===== src/rtl/mult_pkg.sv =====
// Shared widths, partial-product type and radix-4 digit encodings for the
// Booth partial-product stage.
package mult_pkg;
    localparam int MBITS = 12;
    localparam int NBITS = 8;
    localparam int NPP   = NBITS / 2;
    localparam int PPW   = MBITS + 1;
    localparam int AW    = MBITS - 1;
    localparam int TAG_W = 4;

    typedef logic [PPW-1:0] pp_t;

    localparam logic [1:0] DIG_ZERO  = 2'd0;
    localparam logic [1:0] DIG_ONE   = 2'd1;
    localparam logic [1:0] DIG_TWO   = 2'd2;
    localparam logic [1:0] DIG_THREE = 2'd3;

    // 3A as a zero-extended lane-width add; AW is two bits short of PPW so it cannot wrap.
    function automatic pp_t triple(input logic [AW-1:0] a);
        return {2'b00, a} + {1'b0, a, 1'b0};
    endfunction
endpackage


===== src/rtl/booth_pp_stage_if.sv =====
// Operand/partial-product handshake bundle; tag lines exist only with BOOTH_PP_TAG_EN.
interface booth_pp_stage_if;
    import mult_pkg::*;

    logic              in_valid;
    logic              in_ready;
    logic [AW-1:0]     a;
    logic [NBITS-1:0]  b;
    logic              out_valid;
    logic              out_ready;
    pp_t               pp0;
    pp_t               pp1;
    pp_t               pp2;
    pp_t               pp3;
`ifdef BOOTH_PP_TAG_EN
    logic [TAG_W-1:0]  in_tag;
    logic [TAG_W-1:0]  out_tag;

    modport master (output in_valid, a, b, in_tag, out_ready,
                    input  in_ready, out_valid, pp0, pp1, pp2, pp3, out_tag);
    modport slave  (input  in_valid, a, b, in_tag, out_ready,
                    output in_ready, out_valid, pp0, pp1, pp2, pp3, out_tag);
`else
    modport master (output in_valid, a, b, out_ready,
                    input  in_ready, out_valid, pp0, pp1, pp2, pp3);
    modport slave  (input  in_valid, a, b, out_ready,
                    output in_ready, out_valid, pp0, pp1, pp2, pp3);
`endif
endinterface


===== src/rtl/booth_pp_stage_pp_digit_mux.sv =====
// One radix-4 lane: selects 0, A, 2A or the precomputed 3A from a 2-bit digit.
module pp_digit_mux
    import mult_pkg::*;
(
    input  logic [1:0]    digit,
    input  logic [AW-1:0] a,
    input  pp_t           a3,
    output pp_t           pp
);
    always_comb begin
        pp = '0;
        case (digit)
            DIG_ZERO:  pp = '0;
            DIG_ONE:   pp = {2'b00, a};
            DIG_TWO:   pp = {1'b0, a, 1'b0};
            DIG_THREE: pp = a3;
            default:   pp = '0;
        endcase
    end
endmodule


===== src/rtl/booth_pp_stage.sv =====
// Two-stage elastic radix-4 partial-product generator feeding the Wallace tree.
// Optional sideband tag enabled by defining BOOTH_PP_TAG_EN.
module booth_pp_stage
    import mult_pkg::*;
(
    input  logic            clk,
    input  logic            rst_n,
    booth_pp_stage_if.slave bus
);
    logic                     s1_valid;
    logic                     s2_valid;
    logic                     s1_load;
    logic                     s2_adv;
    logic [AW-1:0]            s1_a;
    logic [NBITS-1:0]         s1_b;
    pp_t                      s1_a3;
    logic [NPP-1:0][PPW-1:0]  pp_nxt;
    logic [NPP-1:0][PPW-1:0]  pp_q;

    // Stage 2 drains or refills in the same cycle, so stage 1 never stalls a
    // moving pipe.
    assign s2_adv       = s1_valid & (~s2_valid | bus.out_ready);
    assign bus.in_ready = ~s1_valid | s2_adv;
    assign s1_load      = bus.in_valid & bus.in_ready;

    always_ff @(posedge clk or negedge rst_n) begin
        if (!rst_n) begin
            s1_valid <= 1'b0;
            s2_valid <= 1'b0;
            s1_a     <= '0;
            s1_b     <= '0;
            s1_a3    <= '0;
            pp_q     <= '0;
        end else begin
            if (s1_load) begin
                s1_a  <= bus.a;
                s1_b  <= bus.b;
                s1_a3 <= triple(bus.a);
            end
            if (s1_load)
                s1_valid <= 1'b1;
            else if (s2_adv)
                s1_valid <= 1'b0;
            if (s2_adv) begin
                s2_valid <= 1'b1;
                pp_q     <= pp_nxt;
            end else if (bus.out_ready) begin
                s2_valid <= 1'b0;
            end
        end
    end

    generate
        for (genvar i = 0; i < NPP; i++) begin : g_lane
            pp_digit_mux u_mux (
                .digit (s1_b[2*i +: 2]),
                .a     (s1_a),
                .a3    (s1_a3),
                .pp    (pp_nxt[i])
            );
        end
    endgenerate

`ifdef BOOTH_PP_TAG_EN
    logic [TAG_W-1:0] s1_tag;
    logic [TAG_W-1:0] s2_tag;

    always_ff @(posedge clk or negedge rst_n) begin
        if (!rst_n) begin
            s1_tag <= '0;
            s2_tag <= '0;
        end else begin
            if (s1_load) s1_tag <= bus.in_tag;
            if (s2_adv)  s2_tag <= s1_tag;
        end
    end

    assign bus.out_tag = s2_tag;
`endif

    assign bus.out_valid = s2_valid;
    assign bus.pp0       = pp_q[0];
    assign bus.pp1       = pp_q[1];
    assign bus.pp2       = pp_q[2];
    assign bus.pp3       = pp_q[3];
endmodule


===== src/flat_wrapper.sv =====
// flat-port wrapper written by rule: the top's interface ports become plain ports
module booth_pp_stage_flat import mult_pkg::*;
  (clk, rst_n, bus_in_valid, bus_a, bus_b, bus_out_ready, bus_in_ready, bus_out_valid, bus_pp0, bus_pp1, bus_pp2, bus_pp3);
  booth_pp_stage_if bus_i ();
  input  logic clk;
  input  logic rst_n;
  input wire logic [$bits(bus_i.in_valid)-1:0] bus_in_valid;
  input wire logic [$bits(bus_i.a)-1:0] bus_a;
  input wire logic [$bits(bus_i.b)-1:0] bus_b;
  input wire logic [$bits(bus_i.out_ready)-1:0] bus_out_ready;
  output wire logic [$bits(bus_i.in_ready)-1:0] bus_in_ready;
  output wire logic [$bits(bus_i.out_valid)-1:0] bus_out_valid;
  output wire logic [$bits(bus_i.pp0)-1:0] bus_pp0;
  output wire logic [$bits(bus_i.pp1)-1:0] bus_pp1;
  output wire logic [$bits(bus_i.pp2)-1:0] bus_pp2;
  output wire logic [$bits(bus_i.pp3)-1:0] bus_pp3;
  assign bus_i.in_valid = bus_in_valid;
  assign bus_i.a = bus_a;
  assign bus_i.b = bus_b;
  assign bus_i.out_ready = bus_out_ready;
  assign bus_in_ready = bus_i.in_ready;
  assign bus_out_valid = bus_i.out_valid;
  assign bus_pp0 = bus_i.pp0;
  assign bus_pp1 = bus_i.pp1;
  assign bus_pp2 = bus_i.pp2;
  assign bus_pp3 = bus_i.pp3;
  booth_pp_stage u_core (.clk(clk), .rst_n(rst_n), .bus(bus_i));
endmodule

===== config.mk =====
export PLATFORM = sky130hd
export DESIGN_NAME = booth_pp_stage_flat
export DESIGN_NICKNAME = d
export VERILOG_FILES = /design/src/rtl/mult_pkg.sv /design/src/rtl/booth_pp_stage_if.sv /design/src/rtl/booth_pp_stage_pp_digit_mux.sv /design/src/rtl/booth_pp_stage.sv /design/src/flat_wrapper.sv
export SDC_FILE = /design/constraint.sdc
export NUM_CORES = 1
export LEC_CHECK = 0
export ABC_CLOCK_PERIOD_IN_PS = 1600
export BUFFER_PORTS_ARGS = -buffer_cell sky130_fd_sc_hd__buf_2
export CORE_MARGIN = 2
export CORE_UTILIZATION = 50
export CTS_BUF_LIST = sky130_fd_sc_hd__clkbuf_2 sky130_fd_sc_hd__clkbuf_4 sky130_fd_sc_hd__clkbuf_8
export CTS_CLUSTER_SIZE = 20
export DETAILED_ROUTE_END_ITERATION = 16
export PLACE_DENSITY = 0.72
export SLEW_MARGIN = 20
export SYNTH_ARGS = -nofsm -noshare
export SYNTH_HDL_FRONTEND = slang
export SYNTH_SLANG_ARGS = --single-unit

===== constraint.sdc =====
create_clock -name clk -period 1.6 [get_ports clk]
set_input_delay 0.08 -clock clk [delete_from_list [all_inputs] [get_ports clk]]
set_output_delay 0.08 -clock clk [all_outputs]
set_load 0.01 [all_outputs]

==> impl_metrics.py, run 1 <==
metrics = {
    "cells_and_area": {
        "area_growth_pct": 21.5,
        "area.sequential_um2": 2130,
        "finalNetCount": 600,
        "fillCellCount": 747,
        "drive_above_1_share_pct": 30.2,
        "antenna_cells": 0,
        "multi_input_area_um2": 2180,
    },
    "min_path": {
        "hold_path_startpoint": "bus_out_ready",
        "hold_class": "input pin to flip-flop",
    },
    "setup_path": {
        "worstSetupPathType": "flip-flop to flip-flop",
        "critPathMaxFanout": 14,
        "critical_path.startpoint": "u_core.s1_b[5]$_DFFE_PN0P_",
        "crit_chain": "mux2_2 > a22oi_1 > o21ai_0",
        "critical_path_arrival_ns": 1.77,
        "rrSetupSlack_ns": 0.09,
        "cp-end-kind": "flip-flop",
        "required_ns": 1.86,
        "r2r-start": "u_core.s1_b[5]$_DFFE_PN0P_",
        "startpoint_type": "flip-flop",
        "max_stage_delay_ns": 0.66,
        "slowest_stage": "dfrtp_1",
    },
    "synth": {
        "async_flop_share_pct": 100,
        "synth.avg_cell_area_um2": 9.54,
        "netlist_area_um2": 4530,
        "synth_ff_type": "dfrtp_1",
        "yosysUniqueCellTypes": 43,
        "ys_top_cells_by_count": "nand2_1, dfrtp_1, o21ai_0",
        "synth.area.top_cells": "dfrtp_1, nand2_1, mux2_2, a22oi_1, o21ai_0",
        "yosysMostFrequentCell": "nand2_1",
        "seq_area_frac_synth_pct": 47.0,
        "synth_top_cell_area_share_pct": 47.0,
        "ys_seq_elements": 85,
        "syn_nets": 511,
        "synth_area_leader_cell": "dfrtp_1",
        "synth_edf_count": 0,
        "netlist_instances": 475,
        "ys.warnings.count": 0,
    },
    "power_and_ir_drop": {
        "irDropWorstVdd_mv": 0.582,
        "clkPwrFrac_pct": 26.5,
        "p_per_area_nw_per_um2": 1190,
        "swShare_pct": 33.2,
        "leakagePower_nw": 2.70,
        "seqPwrFrac_pct": 45.7,
        "power.switching_mw": 2.18,
        "power_mw": 6.56,
        "intPower_mw": 4.38,
        "p_comb_share_pct": 27.8,
    },
    "sta": {
        "fin_skew_ns": 0.0121,
        "slew_headroom_pct": 66.3,
        "holdWs_ns": 0.00668,
        "fin_crit_sh_pct": 94.1,
        "timing.final.hold_violations": 0,
        "finalSetupViolations": 0,
        "slew_violations": 0,
        "rsz0062_at_grt": "no",
        "min_period_ns": 1.51,
        "fmax_mhz": 664,
        "worst_pin_slew_ns": 0.506,
    },
    "floorplanning": {
        "initial_core_util_pct": 51.7,
        "core_um2": 8760,
        "num_rows": 34,
        "io_pins": 77,
        "dieWidth_um": 99.2,
        "die_y_um": 99.2,
        "dieArea_um2": 9840,
    },
    "clocking": {
        "cts_sinks": 85,
        "path_clk_slew_ns": 0.09,
        "cts-root-buf": "clkbuf_8",
        "cts_buffers": 9,
        "worstSkewPairLatency_ns": 0.37,
        "clockBufferDepth": 2,
        "cts_setup_buffers": 0,
        "cts_tree": "yes",
        "htree_levels": 3,
    },
    "drt": {
        "first_pass_iters": 5,
        "ant_nets": 0,
        "dr_total_vias": 3765,
        "avgRoutedWirePerCell_um": 16.6,
        "drc": 0,
        "via_per_inst": 5.56,
        "dr.first_iter.drc_count": 182,
        "wl_um": 11300,
    },
    "placement": {
        "io_buffers": 76,
        "finalWeightedCongestion": 0.901,
        "dp_hpwl_um": 7700,
    },
    "grt": {
        "grt_overflow_total": 0,
        "grt_max_degree": 86,
        "grt_usage_pct": 23.5,
        "grt_pass1_vias": 3580,
        "grt_pass1_wl_um": 18000,
        "grt_antenna_before_repair": 0,
    },
    "job": {
        "drv_cap": 0,
    },
    "outcome": {
        "status": "finished, final reports clean",
    },
}
final cells by class:
cell class                      count  area share, %
Clock inverter                      5           1.52
Multi-Input combinational cell    342           39.6
Tap cell                          108           2.45
Inverter                            3          0.205
Clock buffer                       11           2.64
Sequential cell                    85           38.7
Timing Repair Buffer              123           14.9
worst paths after layout:
check                                                 to  cells after the start
hold / removal               u_core.s1_valid$_DFFE_PN0P_                      3
hold reg to reg            u_core.bus.pp3[6]$_DFFE_PN0P_                      2
setup / recovery           u_core.bus.pp2[9]$_DFFE_PN0P_                      3
max in group asynchronous     u_core.s1_b[2]$_DFFE_PN0P_                      3
min in group asynchronous  u_core.bus.pp3[3]$_DFFE_PN0P_                      3
setup reg to reg           u_core.bus.pp2[9]$_DFFE_PN0P_                      3
power by group through the flow:
| stage | registers, mW | logic, mW | clock network (mW) |
|---|---|---|---|
| after floorplan | 2.94 | 1.12 | 0 |
| after global placement | 3.01 | 1.75 | 0 |
| after detailed placement | 3.03 | 1.79 | 0 |
| after CTS | 2.98 | 1.83 | 1.76 |
| after global routing | 3.05 | 2.02 | 1.85 |
| final | 3.00 | 1.82 | 1.73 |
flip-flops by register name, indices dropped and copies added, names as in the netlist:
signal and cells:
u_core.bus.pp0 13, u_core.bus.pp2 13, u_core.s1_a3 13, u_core.bus.out_valid 1, u_core.bus.pp1 13, u_core.s1_valid 1
u_core.s1_a 10, u_core.bus.pp3 13, u_core.s1_b 8
timing repair:
item,CTS,global route
hold buffers,18,0
endpoints found under the hold margin,102,0
resized for setup,0,3
endpoints found under the setup margin,0,11
cell families (layout without fill, tap and decap cells):
logic type               after synthesis  after routing  share of synthesized area (%)
AO/OA/AOI/OAI                        122            122                           17.6
XOR/XNOR                               6              6                           1.16
adder cells (fa/ha/maj)               13             13                           3.76
buffers and inverters                 48            142                           5.03
flip-flops                            85             85                           47.0
multiplexers                          45             45                           11.0
AND/OR/NAND/NOR                      156            156                           14.4
cells in the final DEF, fill, tap and decap left out, types with 2 or more instances in the layout:
cell / synthesis / layout
dfrtp_2: 0 / 2
buf_4: 5 / 27
bufinv_16: 0 / 2
a22o_1: 4 / 4
clkbuf_8: 0 / 10
a21oi_1: 4 / 4
nand2b_1: 4 / 4
a21o_1: 5 / 5
nand2_1: 127 / 126
mux2i_1: 5 / 5
o21ai_1: 3 / 3
nor2b_1: 4 / 3
nand4_1: 2 / 2
buf_2: 15 / 75
clkinvlp_4: 0 / 2
dlygate4sd3_1: 0 / 18
ha_1: 12 / 12
a22oi_1: 40 / 40
o21ai_0: 53 / 53
buf_12: 0 / 3
inv_1: 2 / 2
o311ai_1: 2 / 2
xnor2_1: 2 / 2
dfrtp_1: 85 / 83
and3_1: 3 / 3
a31oi_1: 2 / 2
xor2_1: 4 / 4
nor2_1: 6 / 6
mux2_2: 40 / 40
nand3_1: 5 / 5
stage by stage:
stage	setup TNS [ns]	setup slack (ns)	util [%]	instance area, um2	instances
3_3_place_gp	-0.244	-0.139	58.1	5090	643
4_1_cts	0	0.0466	62.8	5500	677
3_5_place_dp	-0.400	-0.174	58.1	5090	643
2_1_floorplan	0	0.0240	-	4530	475
5_1_grt	0	0.00312	62.8	5510	677
6_report	0	0.0936	62.8	5510	677
routing by layer:
metal  vias to the layer above  GRT usage (%)  wire [um]
met5                         -              0          0
li1                       1830              -          -
met3                        22           4.57        691
met4                         0           9.59        262
met2                       135           37.5       5300
met1                      1778           31.6       5010
worst max-delay path: cells and delay by family, from the launching register on:
| kind | cells | cell delay, ns |
|---|---|---|
| AO/OA/AOI/OAI | 2 | 0.34 |
| flip-flops | 1 | 0.66 |
| multiplexers | 1 | 0.39 |
Note: power is estimated with default switching activity, not from simulation.
==> inputs of run 2 (changes only) <==
SYNTH_HIERARCHICAL = 1   (was default)
==> impl_metrics.py, run 2 <==
metrics = {
    "drt": {
        "routed.top_layer": "met4",
        "via_per_inst": 5.45,
        "wl_met2_um": 5510,
        "dr_total_vias": 3533,
        "routed-wl-met3_um": 579,
        "avgRoutedWirePerCell_um": 17.5,
        "drc": 0,
        "first_pass_iters": 4,
        "dr.first_iter.drc_count": 190,
        "wl_um": 11400,
        "met1Wirelength_um": 4990,
        "ant_nets": 0,
    },
    "synth": {
        "yosysMostFrequentCell": "dfrtp_1",
        "netlist_area_um2": 4820,
        "async_flop_share_pct": 100,
        "seq_area_frac_synth_pct": 44.2,
        "synth_area_leader_cell": "dfrtp_1",
        "synth_top_cell_area_share_pct": 44.2,
        "syn_nets": 450,
        "ys_top_cells_by_count": "dfrtp_1, nand2_1, mux2_2",
        "netlist_instances": 414,
        "synth.area.top_cells": "dfrtp_1, mux2_2, mux2_4, a22o_1, nand2_1",
        "ys_seq_elements": 85,
        "synth_ff_type": "dfrtp_1",
        "ys.warnings.count": 6,
        "yosysUniqueCellTypes": 38,
        "synth.avg_cell_area_um2": 11.6,
        "synth_edf_count": 0,
    },
    "grt": {
        "grt_pass1_vias": 3501,
        "grt_antenna_before_repair": 0,
        "grt_overflow_total": 0,
        "grt_usage_pct": 22.6,
        "grt_max_degree": 86,
        "grt_pass1_wl_um": 18000,
    },
    "placement": {
        "io_buffers": 76,
        "dp_hpwl_um": 7740,
        "finalWeightedCongestion": 0.858,
        "placed_cell_area_um2": 5460,
    },
    "floorplanning": {
        "num_rows": 35,
        "core_um2": 9280,
        "dieArea_um2": 10400,
        "initial_core_util_pct": 51.9,
        "die_y_um": 102,
        "io_pins": 77,
        "dieWidth_um": 102,
    },
    "cells_and_area": {
        "final_common_cell": "dfrtp_1",
        "multi_input_area_um2": 2540,
        "drive_above_1_share_pct": 42.6,
        "area_growth_pct": 21.8,
        "layout_common_cells": "dfrtp_1, buf_2, nand2_1",
        "finalNetCount": 551,
        "area.sequential_um2": 2130,
        "fillCellCount": 759,
        "fin_area_um2": 5870,
        "final_util_pct": 63.2,
        "antenna_cells": 0,
    },
    "clocking": {
        "cts_sinks": 85,
        "clockBufferDepth": 2,
        "worstSkewPairLatency_ns": 0.36,
        "path_clk_slew_ns": 0.08,
        "cts-root-buf": "clkbuf_8",
        "cts_setup_buffers": 0,
        "cts_buffers": 9,
        "htree_levels": 3,
        "cts_tree": "yes",
    },
    "sta": {
        "finalSetupViolations": 0,
        "min_period_ns": 1.54,
        "rsz0062_at_grt": "no",
        "slew_headroom_pct": 67.8,
        "slew_violations": 0,
        "fmax_mhz": 648,
        "timing.final.hold_violations": 0,
        "fin_crit_sh_pct": 96.4,
        "setup_tns_ns": 0,
        "fin_skew_ns": 0.0121,
        "worst_pin_slew_ns": 0.483,
        "holdWs_ns": 0.00787,
    },
    "setup_path": {
        "critPathMaxFanout": 10,
        "required_ns": 1.83,
        "startpoint_type": "flip-flop",
        "cp-end-kind": "flip-flop",
        "critical_path_arrival_ns": 1.78,
        "worstSetupPathType": "flip-flop to flip-flop",
    },
    "power_and_ir_drop": {
        "leakagePower_nw": 3.00,
        "p_per_area_nw_per_um2": 1200,
        "irDropWorstVdd_mv": 0.567,
        "power_mw": 7.06,
    },
    "outcome": {
        "status": "finished, final reports clean",
    },
    "job": {
        "drv_cap": 0,
    },
    "min_path": {
        "hold_class": "input pin to flip-flop",
    },
}
## run 2: cell types whose count changed in the layout (fill, tap and decap cells not counted), sizes merged, moves of 3 or more
cell / before / now
a22o: 4 / 40
a22oi: 40 / 0
and3: 3 / 6
buf: 105 / 99
mux2: 40 / 92
mux2i: 5 / 8
nand2: 127 / 73
nor2b: 4 / 12
o21ai: 56 / 9
## run 2: critical path: stages (launching register included)
cell     delay, ns
dfrtp_2       0.48
buf_12        0.18
mux2_4        0.29
a22o_1        0.19
mux2_2        0.27
## run 2: cell type report
cell class	instances	share of cell area, %
timing repair buffer	117	13.8
inverter	3	0.192
clock inverter	4	1.24
multi-input combinational	299	43.2
sequential	85	36.3
tap	129	2.75
clock buffer	11	2.47
## run 2: cell families after synthesis
family                     Yosys count  share of synthesized area [%]
DFF                                 85                           44.2
muxes                              100                           25.4
AOI/OAI and AO/OA                   69                           11.9
adders and majority gates           13                           3.53
buffers and inverters               30                           3.45
xor gates and xnor gates             7                           1.27
and+or+nand+nor                    110                           10.4
## run 2: metal layers
| layer | track usage (%) | up-vias |
|---|---|---|
| met5 | 0 | - |
| met4 | 9.64 | 0 |
| met3 | 3.76 | 25 |
| met2 | 36.6 | 112 |
| met1 | 30.3 | 1723 |
| li1 | - | 1673 |
## run 2: where the power goes
group          total, mW  switching (mW)  internal, mW
registers           3.08           0.475          2.60
clock network       1.66           0.731         0.928
logic               2.32            1.02          1.30
## run 2: worst paths after layout
kind / to / from / slack, ns / cells past startpoint
worst max-delay path: u_core/bus.pp2[3]$_DFFE_PN0P_ / u_core/s1_b[5]$_DFFE_PN0P_ / 0.06 / 4
worst min-delay path: u_core/s1_a[10]$_DFFE_PN0P_ / bus_a[10] / 0.008 / 3
worst max register to register: u_core/bus.pp2[3]$_DFFE_PN0P_ / u_core/s1_b[5]$_DFFE_PN0P_ / 0.06 / 4
worst min register to register: u_core/bus.pp0[5]$_DFFE_PN0P_ / u_core/bus.pp0[5]$_DFFE_PN0P_ / 0.50 / 1
max in group asynchronous: u_core/bus.pp0[12]$_DFFE_PN0P_ / rst_n / 0.94 / 3
min in group asynchronous: u_core/bus.pp3[5]$_DFFE_PN0P_ / rst_n / 0.28 / 3
## run 2: through the flow
stage          setup slack, ns  instances
3_3_place_gp           -0.0821        615
5_1_grt                 0.0447        648
4_1_cts                 0.0112        648
6_report                0.0578        648
2_1_floorplan           0.0733        414
3_5_place_dp            -0.110        615
## run 2: what timing repair did
| action | CTS | global route |
|---|---|---|
| endpoints found under the setup margin | 21 | 11 |
| pin swaps | 0 | 0 |
| cloned | 0 | 0 |
| hold buffers | 18 | 0 |
| gates resized for setup | 4 | 2 |
| hold endpoints to repair | 102 | 0 |
==> inputs of run 3 (changes only) <==
CORE_UTILIZATION = 59   (was 50)
PLACE_DENSITY = 0.83   (was 0.72)
==> impl_metrics.py, run 3 (same netlist as run 2, synthesis figures left out) <==
metrics = {
    "grt": {
        "met1_usage_pct": 35.2,
        "grt_usage_pct": 27.0,
        "grt_max_degree": 53,
        "grt_antenna_before_repair": 0,
        "gr-usage-met2_pct": 45.8,
        "grt_use_met3_pct": 4.15,
        "busiest_layer": "met2",
        "grt_pass1_wl_um": 18400,
        "grt_overflow_total": 0,
        "grt_pass1_vias": 3606,
    },
    "drt": {
        "dr.first_iter.drc_count": 394,
        "first_pass_iters": 5,
        "via_per_inst": 5.92,
        "ant_nets": 0,
        "avgRoutedWirePerCell_um": 18.7,
        "dr_total_vias": 3671,
        "drc": 0,
        "wl_um": 11600,
    },
    "power_and_ir_drop": {
        "p_comb_share_pct": 32.5,
        "p_per_area_nw_per_um2": 1240,
        "seqPwrFrac_pct": 42.6,
        "clkPwrFrac_pct": 25.0,
        "swShare_pct": 31.6,
        "intPower_mw": 4.94,
        "power_mw": 7.21,
        "leakagePower_nw": 3.00,
        "irDropWorstVdd_mv": 0.477,
        "power.switching_mw": 2.28,
    },
    "job": {
        "drv_cap": 0,
    },
    "clocking": {
        "cts-root-buf": "clkbuf_8",
        "cts_sinks": 85,
        "worstSkewPairLatency_ns": 0.37,
        "htree_levels": 3,
        "cts_tree": "yes",
        "clockBufferDepth": 2,
        "cts_buffers": 9,
        "path_clk_slew_ns": 0.08,
        "cts_setup_buffers": 0,
    },
    "sta": {
        "slew_headroom_pct": 65.7,
        "fmax_mhz": 647,
        "timing.final.hold_violations": 0,
        "finalSetupViolations": 0,
        "rsz0062_at_grt": "no",
        "slew_violations": 0,
        "worst_pin_slew_ns": 0.512,
        "min_period_ns": 1.54,
        "setup_slack_ns": 0.0554,
        "setup_tns_ns": 0,
        "fin_crit_sh_pct": 96.5,
        "fin_skew_ns": 0.0126,
    },
    "cells_and_area": {
        "antenna_cells": 0,
        "area.sequential_um2": 2130,
        "area_growth_pct": 21.2,
        "drive_above_1_share_pct": 43.2,
        "layout_common_cells": "dfrtp_1, buf_2, nand2_1",
        "multi_input_area_um2": 2550,
        "finalNetCount": 550,
        "final_common_cell": "dfrtp_1",
        "fillCellCount": 498,
    },
    "setup_path": {
        "max_stage_delay_ns": 0.45,
        "crit_chain": "buf_4 > mux2_4 > a22o_1 > mux2_2",
        "r2r-end": "u_core/bus.pp1[5]$_DFFE_PN0P_",
        "critical_path_arrival_ns": 1.79,
        "rr_worst_depth": 4,
        "critPathMaxFanout": 7,
        "required_ns": 1.85,
        "r2r-start": "u_core/s1_b[3]$_DFFE_PN0P_",
        "cp-end-kind": "flip-flop",
        "worstSetupPathType": "flip-flop to flip-flop",
        "slowest_stage": "dfrtp_1",
        "startpoint_type": "flip-flop",
        "path_delay_family": "multiplexers",
        "path_buf_inv": 1,
        "rrSetupSlack_ns": 0.06,
    },
    "min_path": {
        "hold_class": "input pin to flip-flop",
        "hold_path_startpoint": "bus_a[6]",
        "hold_path_depth": 3,
        "hold_end": "u_core/s1_a[6]$_DFFE_PN0P_",
    },
    "floorplanning": {
        "initial_core_util_pct": 61.7,
        "io_pins": 77,
        "die_y_um": 94.4,
        "dieWidth_um": 94.4,
        "num_rows": 32,
        "core_um2": 7810,
        "dieArea_um2": 8900,
    },
    "placement": {
        "dp_hpwl_um": 7920,
        "io_buffers": 76,
        "finalWeightedCongestion": 0.868,
        "dp_slack_ns": -0.178,
    },
    "outcome": {
        "status": "finished, final reports clean",
    },
}
==> run 3: cell types whose count changed in the layout (fill, tap and decap cells not counted) <==
cell and delta:
a21oi_1 -1, a21oi_2 +1, buf_12 -1, buf_4 +2, bufinv_16 +1, clkbuf_8 -1, clkinv_2 +1, clkinvlp_4 -1
dlygate4sd3_1 -2, ha_1 -1, ha_4 +1
==> run 3: final cells by class <==
type | count | area share (%)
clock inverter | 5 | 1.71
timing repair buffer | 116 | 13.5
sequential | 85 | 36.5
inverter | 3 | 0.193
tap | 102 | 2.19
clock buffer | 10 | 2.25
multi-input combinational | 299 | 43.7
==> run 3: worst max-delay path by stage <==
stage,startpoint,to,slack (ns),depth (start not counted)
floorplan,bus_a[0],u_core/s1_a3[9]$_DFFE_PN0P_,0.07,7
global placement,bus_a[0],u_core/s1_a3[9]$_DFFE_PN0P_,-0.1,8
detailed placement,bus_a[0],u_core/s1_a3[7]$_DFFE_PN0P_,-0.18,8
CTS,u_core/s1_b[5]$_DFFE_PN0P_,u_core/bus.pp2[5]$_DFFE_PN0P_,0.004,4
global route,bus_a[8],u_core/s1_a3[11]$_DFFE_PN0P_,0.04,8
finish,u_core/s1_b[3]$_DFFE_PN0P_,u_core/bus.pp1[5]$_DFFE_PN0P_,0.06,4
==> run 3: what timing repair did <==
item / CTS / global route
pin swaps: 0 / 1
resized for setup: 4 / 4
endpoints found under the setup margin: 20 / 19
hold buffers: 16 / 0
hold endpoints to repair: 46 / 0
==> run 3: through the flow <==
stage / util [%] / cells / instance area, um2 / hold WS [ns]
after floorplan: - / 414 / 4820 / -0.216
after global placement: 69.4 / 589 / 5420 / 0.0381
after detailed placement: 69.4 / 589 / 5420 / 0.0422
after CTS: 74.5 / 620 / 5820 / 0.00543
after global routing: 74.8 / 620 / 5840 / 0.0181
final: 74.8 / 620 / 5840 / 0.00744
==> run 3: tightest hold or removal path, stage by stage <==
cell	delay, ns
buf_2	0.12
nand2_1	0.06
nand2_1	0.07
==> run 3: power groups by stage <==
stage	sequential [mW]	combinational (mW)	clock, mW
2_1_floorplan	3.12	1.38	0
3_3_place_gp	3.04	2.22	0
3_5_place_dp	3.08	2.29	0
4_1_cts	3.04	2.34	1.81
5_1_grt	3.11	2.54	1.90
6_report	3.07	2.34	1.80
==> run 3: layer usage <==
layer	part of all wire (%)	vias to the layer above
li1	-	1678
met1	42	1832
met4	2.4	0
met5	0	-
met2	51	133
met3	4.7	28
